==> config.mk <==
export PLATFORM = sky130hd
export DESIGN_NAME = disp_scan_ctrl_flat
export DESIGN_NICKNAME = d
export VERILOG_FILES = /design/src/rtl/disp_scan_ctrl_pkg.sv /design/src/rtl/disp_scan_ctrl_if.sv /design/src/rtl/disp_scan_ctrl_prescaler.sv /design/src/rtl/disp_scan_ctrl.sv /design/src/flat_wrapper.sv
export SDC_FILE = /design/constraint.sdc
export NUM_CORES = 1
export LEC_CHECK = 0
export BUFFER_PORTS_ARGS = -buffer_cell sky130_fd_sc_hd__buf_4
export CELL_PAD_IN_SITES_DETAIL_PLACEMENT = 0
export CELL_PAD_IN_SITES_GLOBAL_PLACEMENT = 1
export CORE_UTILIZATION = 47
export DETAILED_ROUTE_END_ITERATION = 6
export PLACE_DENSITY = 0.77
export SKIP_CTS_REPAIR_TIMING = 1
export SYNTH_ARGS = -nofsm -noshare
export SYNTH_HDL_FRONTEND = slang
export SYNTH_HIERARCHICAL = 1
export SYNTH_SLANG_ARGS = --single-unit
export TNS_END_PERCENT = 10
==> constraint.sdc <==
create_clock -name clk -period 2.9 [get_ports clk]
set_input_delay 0 -clock clk [delete_from_list [all_inputs] [get_ports clk]]
set_output_delay 0 -clock clk [all_outputs]
set_load 0.05 [all_outputs]
==> src/rtl/disp_scan_ctrl_pkg.sv <==
// Shared constants and helpers for the multiplexed 8-digit display scanner.
package disp_pkg;

  localparam int NUM_DIGITS = 8;
  localparam int DIGIT_W    = 4;
  localparam int SEL_W      = $clog2(NUM_DIGITS);
  localparam int DISP_W     = NUM_DIGITS * DIGIT_W;

  localparam logic [NUM_DIGITS-1:0] ANODE_RESET = 8'hFE;

  // Active-low one-hot anode pattern for a given digit index.
  function automatic logic [NUM_DIGITS-1:0] anode_for(input logic [SEL_W-1:0] sel);
    return ~(NUM_DIGITS'(1) << sel);
  endfunction

endpackage

==> src/rtl/disp_scan_ctrl_if.sv <==
// Host-side load bus and scan outputs of the display scanner.
interface disp_scan_ctrl_if;
  import disp_pkg::*;

  logic                  load;
  logic [DISP_W-1:0]     data_in;
  logic [NUM_DIGITS-1:0] dp_in;
  logic                  blank_lz;

  logic [DIGIT_W-1:0]    hexnum;
  logic [SEL_W-1:0]      digit_sel;
  logic [NUM_DIGITS-1:0] anode;
  logic                  dp;
  logic                  blank;
  logic                  frame_start;
  logic                  pending;

  modport master (
    output load, data_in, dp_in, blank_lz,
    input  hexnum, digit_sel, anode, dp, blank, frame_start, pending
  );

  modport slave (
    input  load, data_in, dp_in, blank_lz,
    output hexnum, digit_sel, anode, dp, blank, frame_start, pending
  );

endinterface

==> src/rtl/disp_scan_ctrl_prescaler.sv <==
// Free-running divider producing one tick every REFRESH_DIV clocks.
module refresh_prescaler #(
  parameter int REFRESH_DIV = 50000
) (
  input  logic clk,
  input  logic rst,
  output logic tick
);

  localparam int CNT_W = (REFRESH_DIV > 2) ? $clog2(REFRESH_DIV) : 1;
  localparam logic [CNT_W-1:0] LAST = CNT_W'(REFRESH_DIV - 1);

  logic [CNT_W-1:0] count;

  assign tick = (count == LAST);

  // Count 0..REFRESH_DIV-1 and wrap; reset restarts a full period.
  always_ff @(posedge clk or posedge rst) begin
    if (rst) begin
      count <= '0;
    end else if (tick) begin
      count <= '0;
    end else begin
      count <= count + CNT_W'(1);
    end
  end

endmodule

==> src/rtl/disp_scan_ctrl.sv <==
// Eight-digit multiplexed display scanner with frame-synchronous data commit.
// Loads are parked in pending registers and only reach the display registers
// on the last tick of a frame, so one scanned frame never mixes old and new.
module disp_scan_ctrl
  import disp_pkg::*;
#(
  parameter int REFRESH_DIV = 50000
) (
  input  logic             clk,
  input  logic             rst,
  disp_scan_ctrl_if.slave  bus
);

  logic                  tick;
  logic                  commit;
  logic [SEL_W-1:0]      sel;
  logic [SEL_W-1:0]      sel_next;
  logic [NUM_DIGITS-1:0] anode_r;
  logic                  fstart;
  logic                  pend_flag;
  logic [DISP_W-1:0]     pend_data;
  logic [NUM_DIGITS-1:0] pend_dp;
  logic [DISP_W-1:0]     disp_data;
  logic [NUM_DIGITS-1:0] disp_dp;
  logic                  upper_zero;
  logic                  blank_c;

  refresh_prescaler #(
    .REFRESH_DIV (REFRESH_DIV)
  ) u_prescaler (
    .clk  (clk),
    .rst  (rst),
    .tick (tick)
  );

  assign sel_next = sel + SEL_W'(1);
  assign commit   = tick && (sel == SEL_W'(NUM_DIGITS - 1));

  // Digit scan: advance the selected digit and its anode together on each tick.
  always_ff @(posedge clk or posedge rst) begin
    if (rst) begin
      sel     <= '0;
      anode_r <= ANODE_RESET;
      fstart  <= 1'b0;
    end else begin
      fstart <= commit;
      if (tick) begin
        sel     <= sel_next;
        anode_r <= anode_for(sel_next);
      end
    end
  end

  // Capture loads into pending; move to display only at the frame boundary.
  always_ff @(posedge clk or posedge rst) begin
    if (rst) begin
      pend_flag <= 1'b0;
      pend_data <= '0;
      pend_dp   <= '0;
      disp_data <= '0;
      disp_dp   <= '0;
    end else if (commit) begin
      // A load landing on the commit edge bypasses pending entirely.
      if (bus.load) begin
        disp_data <= bus.data_in;
        disp_dp   <= bus.dp_in;
      end else if (pend_flag) begin
        disp_data <= pend_data;
        disp_dp   <= pend_dp;
      end
      pend_flag <= 1'b0;
    end else if (bus.load) begin
      pend_data <= bus.data_in;
      pend_dp   <= bus.dp_in;
      pend_flag <= 1'b1;
    end
  end

  // Leading-zero blanking: blank when this digit and all above it are zero.
  always_comb begin
    upper_zero = 1'b1;
    for (int i = 0; i < NUM_DIGITS; i++) begin
      if ((i >= int'(sel)) && (disp_data[i*DIGIT_W +: DIGIT_W] != '0)) begin
        upper_zero = 1'b0;
      end
    end
    blank_c = bus.blank_lz && (sel != '0) && upper_zero;
  end

  assign bus.hexnum      = disp_data[sel*DIGIT_W +: DIGIT_W];
  assign bus.dp          = ~disp_dp[sel];
  assign bus.blank       = blank_c;
  assign bus.digit_sel   = sel;
  assign bus.anode       = anode_r;
  assign bus.frame_start = fstart;
  assign bus.pending     = pend_flag;

endmodule

==> src/flat_wrapper.sv <==
// flat-port wrapper written by rule: the top's interface ports become plain ports
module disp_scan_ctrl_flat import disp_pkg::*;
#(
  parameter int REFRESH_DIV = 50000
)
  (clk, rst, bus_load, bus_data_in, bus_dp_in, bus_blank_lz, bus_hexnum, bus_digit_sel, bus_anode, bus_dp, bus_blank, bus_frame_start, bus_pending);
  disp_scan_ctrl_if bus_i ();
  input  logic clk;
  input  logic rst;
  input wire logic [$bits(bus_i.load)-1:0] bus_load;
  input wire logic [$bits(bus_i.data_in)-1:0] bus_data_in;
  input wire logic [$bits(bus_i.dp_in)-1:0] bus_dp_in;
  input wire logic [$bits(bus_i.blank_lz)-1:0] bus_blank_lz;
  output wire logic [$bits(bus_i.hexnum)-1:0] bus_hexnum;
  output wire logic [$bits(bus_i.digit_sel)-1:0] bus_digit_sel;
  output wire logic [$bits(bus_i.anode)-1:0] bus_anode;
  output wire logic [$bits(bus_i.dp)-1:0] bus_dp;
  output wire logic [$bits(bus_i.blank)-1:0] bus_blank;
  output wire logic [$bits(bus_i.frame_start)-1:0] bus_frame_start;
  output wire logic [$bits(bus_i.pending)-1:0] bus_pending;
  assign bus_i.load = bus_load;
  assign bus_i.data_in = bus_data_in;
  assign bus_i.dp_in = bus_dp_in;
  assign bus_i.blank_lz = bus_blank_lz;
  assign bus_hexnum = bus_i.hexnum;
  assign bus_digit_sel = bus_i.digit_sel;
  assign bus_anode = bus_i.anode;
  assign bus_dp = bus_i.dp;
  assign bus_blank = bus_i.blank;
  assign bus_frame_start = bus_i.frame_start;
  assign bus_pending = bus_i.pending;
  disp_scan_ctrl #(.REFRESH_DIV(REFRESH_DIV)) u_core (.clk(clk), .rst(rst), .bus(bus_i));
endmodule
* After elaboration in Yosys (flattened, before gate mapping) *
Cells that the tools add are included.

operators by class
  bitwise gates (word level) = 3
  equal/unequal tests = 2
  multiplexer cells = 17
  add/sub/neg operators = 2
  magnitude comparators = 8
  div/mod/pow operators = 0
  $mul = 0
  shifts and indexed selects = 2
  reductions and logical operators = 23

operators with widths
  operator               number
  $mux 32                2
  $reduce_bool 4->1      8
  $shiftx 32x6->4        1
  $add 16x1->16 const B  1
  $eq 16x16->1 const B   1
  $mux 16                1
  $mux 8                 2
  $mux 1                 11
  $logic_and 1x1->1      10
  $ge 3x3->1 const A     3
  $not 8->8              1
  $shl 1x3->8 const A    1
  $ge 1x3->1 const A     2
  $ge 2x3->1 const A     2
  $lt 3x4->1 const B     1
  $reduce_and 2->1       2
  $reduce_bool 2->1      2
  $add 3x1->3 const B    1
  $bmux 1 s3             1
  $eq 3x3->1 const B     1
  $reduce_bool 3->1      1
  $not 1->1              2

storage, ports and cells
  memory bits (writable) = 0
  input bits = 44
  output and inout port bits = 19
  word-level logic and storage cells = 66
  memory bits (read-only) = 0
  memories kept = 0
  bits in latches = 0
  flip-flop bits (word level) = 109

* Logic depth before layout (Yosys ltp) *
Gate-level depths: netlist (run 1).

  depth in word-level cells = 11
  gate-level depth with buffers = 10

* Hierarchy *
The synthesis (run 1) kept the hierarchy.

by module, submodules not included
  module             area each (um2)  times used  cells each
  disp_scan_ctrl     4384.2           1           352
  refresh_prescaler  757.0            1           68

* Least setup slack after synthesis (run 1) *
No wires, ideal clock.

  path kind = reg2reg
  start point = reg u_core.u_prescaler.count[4]
  end point = reg u_core.pend_data[15]
  required time = 2773 ps
  setup slack = 418 ps
  path buffers = 3
  arrival = 2354 ps
  clock period less this slack = 2482 ps
  stages on the path, launching flop included = 9
  cells stage by stage = dfrtp_1 > or4b_4 > nor4_4 > buf_2 > and2_4 > buf_6 > nor2b_4 > buf_6 > mux2_1

on the way
  word-level cells in the longest chain between the ends = 4

ends and longest elaborated chain
  item                        RTL line                        RTL
  from (decl)                 disp_scan_ctrl_prescaler.sv:13  logic [CNT_W-1:0] count;
  from (signal assigned)      disp_scan_ctrl_prescaler.sv:24  count <= count + CNT_W'(1);
  $eq 16x16->1                disp_scan_ctrl_prescaler.sv:15  assign tick = (count == LAST);
  via u_core.tick             disp_scan_ctrl.sv:14            logic tick;
  $logic_and 1x1->1           disp_scan_ctrl.sv:37            assign commit = tick && (sel == SEL_W'(NUM_DIGITS - 1));
  via u_core.commit           disp_scan_ctrl.sv:15            logic commit;
  $not 1->1 (no line)         n/a
  $reduce_and 2->1 (no line)  n/a
  to (signal assigned)        disp_scan_ctrl.sv:73            pend_data <= bus.data_in;
  to (decl)                   disp_scan_ctrl.sv:21            logic [DISP_W-1:0] pend_data;

The timed path passes the listed nets, and every way through them passes these cells.
A chain may end at the register's enable or synchronous reset.

* Worst setup path after layout (run 1) *
  start point = reg u_core.sel[0], in the netlist u_core/bus.digit_sel[0]
  end point = out bus_blank

on the way
  word-level cells in the longest chain between the ends = 11
  elaborated cells between the ends (all ways) = 25
  classes of those cells = order compare: 7; mux: 8; reduce/logical: 10

ends and longest elaborated chain
  item                    RTL line              RTL
  from (decl)             disp_scan_ctrl.sv:16  logic [SEL_W-1:0] sel;
  from (signal assigned)  disp_scan_ctrl.sv:48  sel <= sel_next;
  $ge 1x3->1              disp_scan_ctrl.sv:83  if ((i >= int'(sel)) && (disp_data[i*DIGIT_W +: DIGIT_W] != '0)) begin
  $logic_and 1x1->1       disp_scan_ctrl.sv:83
  $mux 1 (8 in series)    disp_scan_ctrl.sv:83
  $logic_and 1x1->1 (*)   disp_scan_ctrl.sv:87  blank_c = bus.blank_lz && (sel != '0) && upper_zero;
  to (decl)               flat_wrapper.sv:18    output wire logic [$bits(bus_i.blank)-1:0] bus_blank;

Mark *: on every way between the ends. The rest lies on a longest branch, timed or not.

==> results of run 1 <==
## cell type report
| cell class | instances | area [µm²] |
|---|---|---|
| fillers | 872 | 4170 |
| flip-flops and latches | 109 | 2740 |
| multi-input cells | 283 | 2230 |
| repair buffers | 111 | 961 |
| well taps | 136 | 170 |
| clock buffers | 12 | 145 |
| clock inverters | 4 | 31.3 |
| inverters | 5 | 20.0 |
## kinds of logic (layout without fill, tap and decap cells)
kind of cell | after synthesis | count (layout) | synth area share (%)
xor+xnor | 13 | 13 | 2.21
compound gates | 60 | 60 | 6.47
buf+inv | 28 | 132 | 3.55
mux | 94 | 94 | 22.3
simple gates | 109 | 109 | 10.5
fa+ha+maj | 7 | 7 | 1.70
flops | 109 | 109 | 53.2
## routing by layer
layer | share of wire (%) | track usage [%] | up-vias
met5 | 0 | 0 | -
met4 | 0.97 | 4.79 | 0
met3 | 3.5 | 4.07 | 9
met2 | 50 | 30.5 | 73
met1 | 45 | 25.6 | 1720
li1 | - | - | 1701
## worst paths after layout
path	endpoint	cells after the start	slack [ns]
setup / recovery	bus_blank	8	0.33
hold / removal	u_core/pend_data[21]	3	0.11
setup reg to reg	u_core/disp_dp[1]	6	0.52
hold reg to reg	u_core/disp_dp[7]	2	0.48
max in group asynchronous	u_core/bus.anode[4]	4	2.05
min in group clk	u_core/disp_data[24]	4	0.25
## metrics by stage
step / util [%] / setup slack, ns
floorplan: - / 0.418
global placement: 54.5 / 0.598
detailed placement: 54.5 / 0.529
CTS: 56.2 / 0.295
global route: 60.2 / 0.189
finish: 60.2 / 0.327
## worst max-delay path: stages (launching register included)
cell and delay (ns):
dfrtp_1 0.47, buf_4 0.27, inv_1 0.11, ha_1 0.27, o21ba_2 0.27, o211ai_1 0.09
or3_1 0.34, a21oi_2 0.16, buf_4 0.22
## synth_stat cells (all sizes together)
master,count,area [µm²]
nor2b,3,26.3
dfrtp,102,2550
a31oi,4,25.0
or4b,1,13.8
a21oi,7,38.8
and2,1,8.76
mux2i,42,420
ha,7,87.6
dfstp,7,184
o21ai,44,224
clkbuf,6,42.5
xnor2,5,43.8
or4bb,2,22.5
or3,2,12.5
mux4,10,255
and4,1,8.76
nor2,19,71.3
and2b,1,7.51
nor4,11,83.8
or2,1,6.26
nand4,6,37.5
mux2,42,473
nand3,3,15.0
a22o,1,10.0
inv,5,18.8
o2111ai,1,8.76
nand2b,1,6.26
o21ba,1,10.0
nand2,56,210
nor4b,1,8.76
xor2,8,70.1
buf,17,121
o22a,1,8.76
o211ai,1,7.51
## registers in the layout, indices dropped and copies added, names as in the netlist, 3 cells and up
name and count:
u_core/bus.anode 8, u_core/pend_dp 8, u_core/bus.digit_sel 3, u_core/disp_data 32
u_core/u_prescaler/count 16, u_core/disp_dp 8, u_core/pend_data 32
## power by group through the flow
| stage | sequential [µW] | clock (µW) | combinational, µW |
|---|---|---|---|
| final | 1600 | 831 | 269 |
| after global routing | 1610 | 926 | 296 |
| after CTS | 1600 | 879 | 230 |
| after detailed placement | 1630 | 0 | 230 |
| after global placement | 1630 | 0 | 226 |
| after floorplan | 1620 | 0 | 144 |
==> results.toml, run 1 <==
[run_status]
status = "finished clean"

[final_layout]
area_growth_syn_to_layout_pct = 22.4
n_antenna_cell = 0
nNetsFinal = 570
stdcell_area_mm2 = 0.00629
final_cell_mix = "dfrtp_1 (102), buf_4 (68), nand2_1 (56), o21ai_0 (43), mux2i_1 (42)"
drive_above_1_share_pct = 25.6
instances_no_fill = 660
final_common_cell = "dfrtp_1"

[power_and_ir_drop]
leakagePower_uw = 0.00294
sw_frac_of_total_pct = 23.3
power_switching_uw = 629
intPower_uw = 2070
clockPowerShare_pct = 30.8
seqPwrFrac_pct = 59.3
pwr-share-comb_pct = 9.9
p_per_area_mw_per_mm2 = 429
power.total_uw = 2700
ir_drop_mv = 0.382

[logic_synthesis]
ys_ff_latch = 109
yosysUniqueCellTypes = 43
ys_seq_area_share_pct = 53.2
synth.avg_cell_area_um2 = 12.2
syn_nets = 471
ys.warnings.count = 6
netlist_area_mm2 = 0.00514
syn-instance-count = 420

[floorplan]
start_util_pct = 49.1
die-area_mm2 = 0.0114
core-area_mm2 = 0.0105
die_y_um = 107
dieWidth_um = 107
ios = 63
num_rows = 37

[worst_setup_path]
path_class = "reg -> out"
setup.worst_path.start = "u_core/bus.digit_sel[0]"
start_kind = "register"
r2r-start = "u_core/u_prescaler/count[4]"
crit_path_max_fanout = 13
endpoint_kind = "primary output"
cp_data_arrival_time_ns = 2.57
critPathRequiredTime_ns = 2.90

[grt]
grt_pass1_vias = 3262
grt_pass1_wl_um = 16500
grt_overflow = 0
track_usage_pct = 18.8
antenna_found_initial = 0
grt_max_degree = 83

[sta]
fin_crit_ns = 2.57
max_freq_mhz = 389
setup_tns_ns = 0
setup_viol = 0
drv_slew = 0
relSlewSlack_pct = 32.3
finalHoldViolCount = 0
worst-slew-pin-transition_ns = 1.01
skew_ns = 0.00864
fin_crit_sh_pct = 88.7
hold_ws_ns = 0.109
rsz0062_at_grt = "no"

[placement]
place_area_mm2 = 0.00571
dp_hpwl_um = 6910
place_inst = 603
port_buffers = 62
place_congestion = 0.878

[clock_tree]
cts_made_buffers = 9
clkTransAtPathRegs_ns = 0.10
clk-insertion-delay-late_ns = 0.37
cts.sinks = 109
cts_tree = "done"
cts-root-buf = "clkbuf_8"
clockBufferDepth = 2
h-tree-depth = 3

[routing]
postRouteAntennaNets = 0
drcViolationCount = 0
drt-total-wl_um = 10200
viasPerCell = 5.31
via_count = 3503
dr.pass1.iters = 4
wire_per_inst_um = 15.5
drt-initial-drc-count = 156

[run]
cap_violations = 0

[worst_hold_path]
min_path_type = "in -> async"
(Power assumes the default switching activity.)
==> run 2, diff against run 1 <==
--- a/config.mk
+++ b/config.mk
@@ -8,12 +8,11 @@
 export BUFFER_PORTS_ARGS = -buffer_cell sky130_fd_sc_hd__buf_4
 export CELL_PAD_IN_SITES_DETAIL_PLACEMENT = 0
 export CELL_PAD_IN_SITES_GLOBAL_PLACEMENT = 1
-export CORE_UTILIZATION = 47
+export CORE_UTILIZATION = 49
 export DETAILED_ROUTE_END_ITERATION = 6
 export PLACE_DENSITY = 0.77
 export SKIP_CTS_REPAIR_TIMING = 1
 export SYNTH_ARGS = -nofsm -noshare
 export SYNTH_HDL_FRONTEND = slang
-export SYNTH_HIERARCHICAL = 1
 export SYNTH_SLANG_ARGS = --single-unit
 export TNS_END_PERCENT = 10
==> run 2 against run 1 <==
Fmax down 1.2%. Sequential cell count unchanged. Die area up 0.64%. Clock skew up 0.0065 ns. First-iteration DRC count down 22%. Sequential power up 2%. Via count down 5.4%. Critical path type unchanged.
==> results.toml, run 2 <==
[floorplan]
num_rows = 37
ios = 63
dieWidth_um = 107
die_y_um = 107
core-area_mm2 = 0.0105
die-area_mm2 = 0.0114
start_util_pct = 51.3

[routing]
drcViolationCount = 0
drt-initial-drc-count = 122
drt-total-wl_um = 10300
viasPerCell = 5.39
postRouteAntennaNets = 0
wire_per_inst_um = 16.8
via_count = 3313
dr.pass1.iters = 4

[power_and_ir_drop]
power.total_uw = 2870
p_per_area_mw_per_mm2 = 438
leakagePower_uw = 0.00302
ir_drop_mv = 0.306

[sta]
skew_ns = 0.0151
setup_tns_ns = 0
fin_crit_ns = 2.60
finalHoldViolCount = 0
rsz0062_at_grt = "no"
finalWorstSetupSlack_ns = 0.296
hold_ws_ns = 0.222
max_freq_mhz = 384
setup_viol = 0
fin_crit_sh_pct = 89.8
drv_slew = 0
relSlewSlack_pct = 28.3
worst-slew-pin-transition_ns = 1.08

[final_layout]
final_cell_mix = "dfrtp_1 (102), mux2_2 (85), buf_4 (70), dlygate4sd3_1 (41), mux2_4 (40)"
largestRegisters = "u_core.disp_data (32), u_core.pend_data (32), u_core.u_prescaler.count (16)"
n_antenna_cell = 0
nNetsFinal = 525
nFillCells = 808
area_growth_syn_to_layout_pct = 21.4
stdcell_area_mm2 = 0.00655
final_common_cell = "dfrtp_1"
drive_above_1_share_pct = 49.5

[run_status]
status = "finished clean"

[placement]
dp_hpwl_um = 6960
port_buffers = 62
place_congestion = 0.771
place_area_mm2 = 0.00595
post-place-ws_ns = 0.456

[worst_setup_path]
crit_path_top_delay_cell = "or4_1"
cp_top_family = "buffers and inverters"
endpoint_kind = "primary output"
cp_common_cell = "buf_4"
cp_data_arrival_time_ns = 2.60
path_cells = "buf_4 -> inv_1 -> ha_1 -> o21ba_2 -> o2111ai_1 -> or4_1 -> a21oi_2 -> buf_4"
crit_path_max_fanout = 17
start_kind = "register"
cp.buffers_inverters = 3
path_class = "reg -> out"
critPathRequiredTime_ns = 2.90
reg2regPathDepth = 6
critPathMaxStageDelay_ns = 0.46
cp.depth = 8

[logic_synthesis]
synth_area_leaders = "dfrtp_1 (47%), mux2_2 (18%), mux2_4 (11%)"
ys.warnings.count = 0
synth_most_common_cell = "dfrtp_1"
yosysUniqueCellTypes = 43
synth_ff_type = "dfrtp_1"
ys_seq_area_share_pct = 50.7
synth_top_area_share_pct = 47.3
synth-edff-count = 0
syn_nets = 423
synth_area_leader_cell = "dfrtp_1"
ys_ff_latch = 109
netlist_area_mm2 = 0.00540
ys_top_cells_by_count = "dfrtp_1 (102), mux2_2 (85), mux2_4 (40), nor2_1 (21), mux4_2 (10)"
syn-instance-count = 372
asyncSetResetFlopFracSynth_pct = 100
synth.avg_cell_area_um2 = 14.5

[clock_tree]
clkTransAtPathRegs_ns = 0.10
clk-insertion-delay-late_ns = 0.37
cts.sinks = 109
cts-root-buf = "clkbuf_8"
cts_made_buffers = 9
h-tree-depth = 3
cts_tree = "done"
clockBufferDepth = 2

[worst_hold_path]
min_path_cells = 3
min_path_type = "in -> reg"

[grt]
antenna_found_initial = 0
grt_overflow = 0
grt_pass1_wl_um = 16800
grt_max_degree = 89
track_usage_pct = 19.1
grt_pass1_vias = 3261

[run]
cap_violations = 0
[run 2: cell type report]
cell class                      count  area (µm²)  share of cell area [%]
Clock inverter                      5        42.5                   0.650
Sequential cell                   109        2740                    41.8
Timing Repair Buffer              111         936                    14.3
Multi-Input combinational cell    236        2490                    38.1
Clock buffer                       11         141                    2.16
Tap cell                          136         170                    2.60
Inverter                            7        28.8                   0.439
[run 2: worst reg2reg max path, stage by stage (launching register included)]
cell      delay, ns
dfrtp_1        0.39
ha_1           0.26
nand3_1        0.16
nand4b_2       0.31
or3_2          0.49
buf_4          0.36
mux2_4         0.41
[run 2: cells by family (layout without fill, tap and decap cells)]
| group | after synthesis | after routing | share of synthesized area, % |
|---|---|---|---|
| flip-flops | 109 | 109 | 50.7 |
| XOR/XNOR | 13 | 13 | 2.11 |
| adder cells (fa/ha/maj) | 7 | 7 | 1.62 |
| buffers and inverters | 27 | 134 | 3.36 |
| AO/OA/AOI/OAI | 21 | 21 | 2.67 |
| multiplexers | 136 | 136 | 33.2 |
| AND/OR/NAND/NOR | 59 | 59 | 6.28 |
[run 2: layer usage]
layer | track usage (%) | part of all wire, %
met5 | 0 | 0
met4 | 5.87 | 1.2
met3 | 3.04 | 2.9
met2 | 28.9 | 47
met1 | 28.3 | 49
[run 2: metrics by stage]
stage / utilization [%] / cells
after global placement: 56.7 / 558
final: 62.3 / 615
after CTS: 58.4 / 574
after floorplan: - / 372
after detailed placement: 56.7 / 558
after global routing: 62.3 / 615
[run 2: final timing paths]
check	startpoint	end	slack, ns
setup / recovery	u_core.bus.digit_sel[1]	bus_blank	0.30
hold / removal	bus_load	u_core.bus.pending	0.22
setup reg to reg	u_core.u_prescaler.count[0]	u_core.disp_dp[4]	0.42
hold reg to reg	u_core.u_prescaler.count[0]	u_core.u_prescaler.count[0]	0.48
max in group asynchronous	rst	u_core.disp_data[20]	1.61
min in group asynchronous	rst	u_core.bus.anode[0]	0.45
[run 2: power by group]
group | internal (µW) | switching [µW]
combinational | 222 | 135
sequential | 1600 | 43.4
clock | 346 | 523
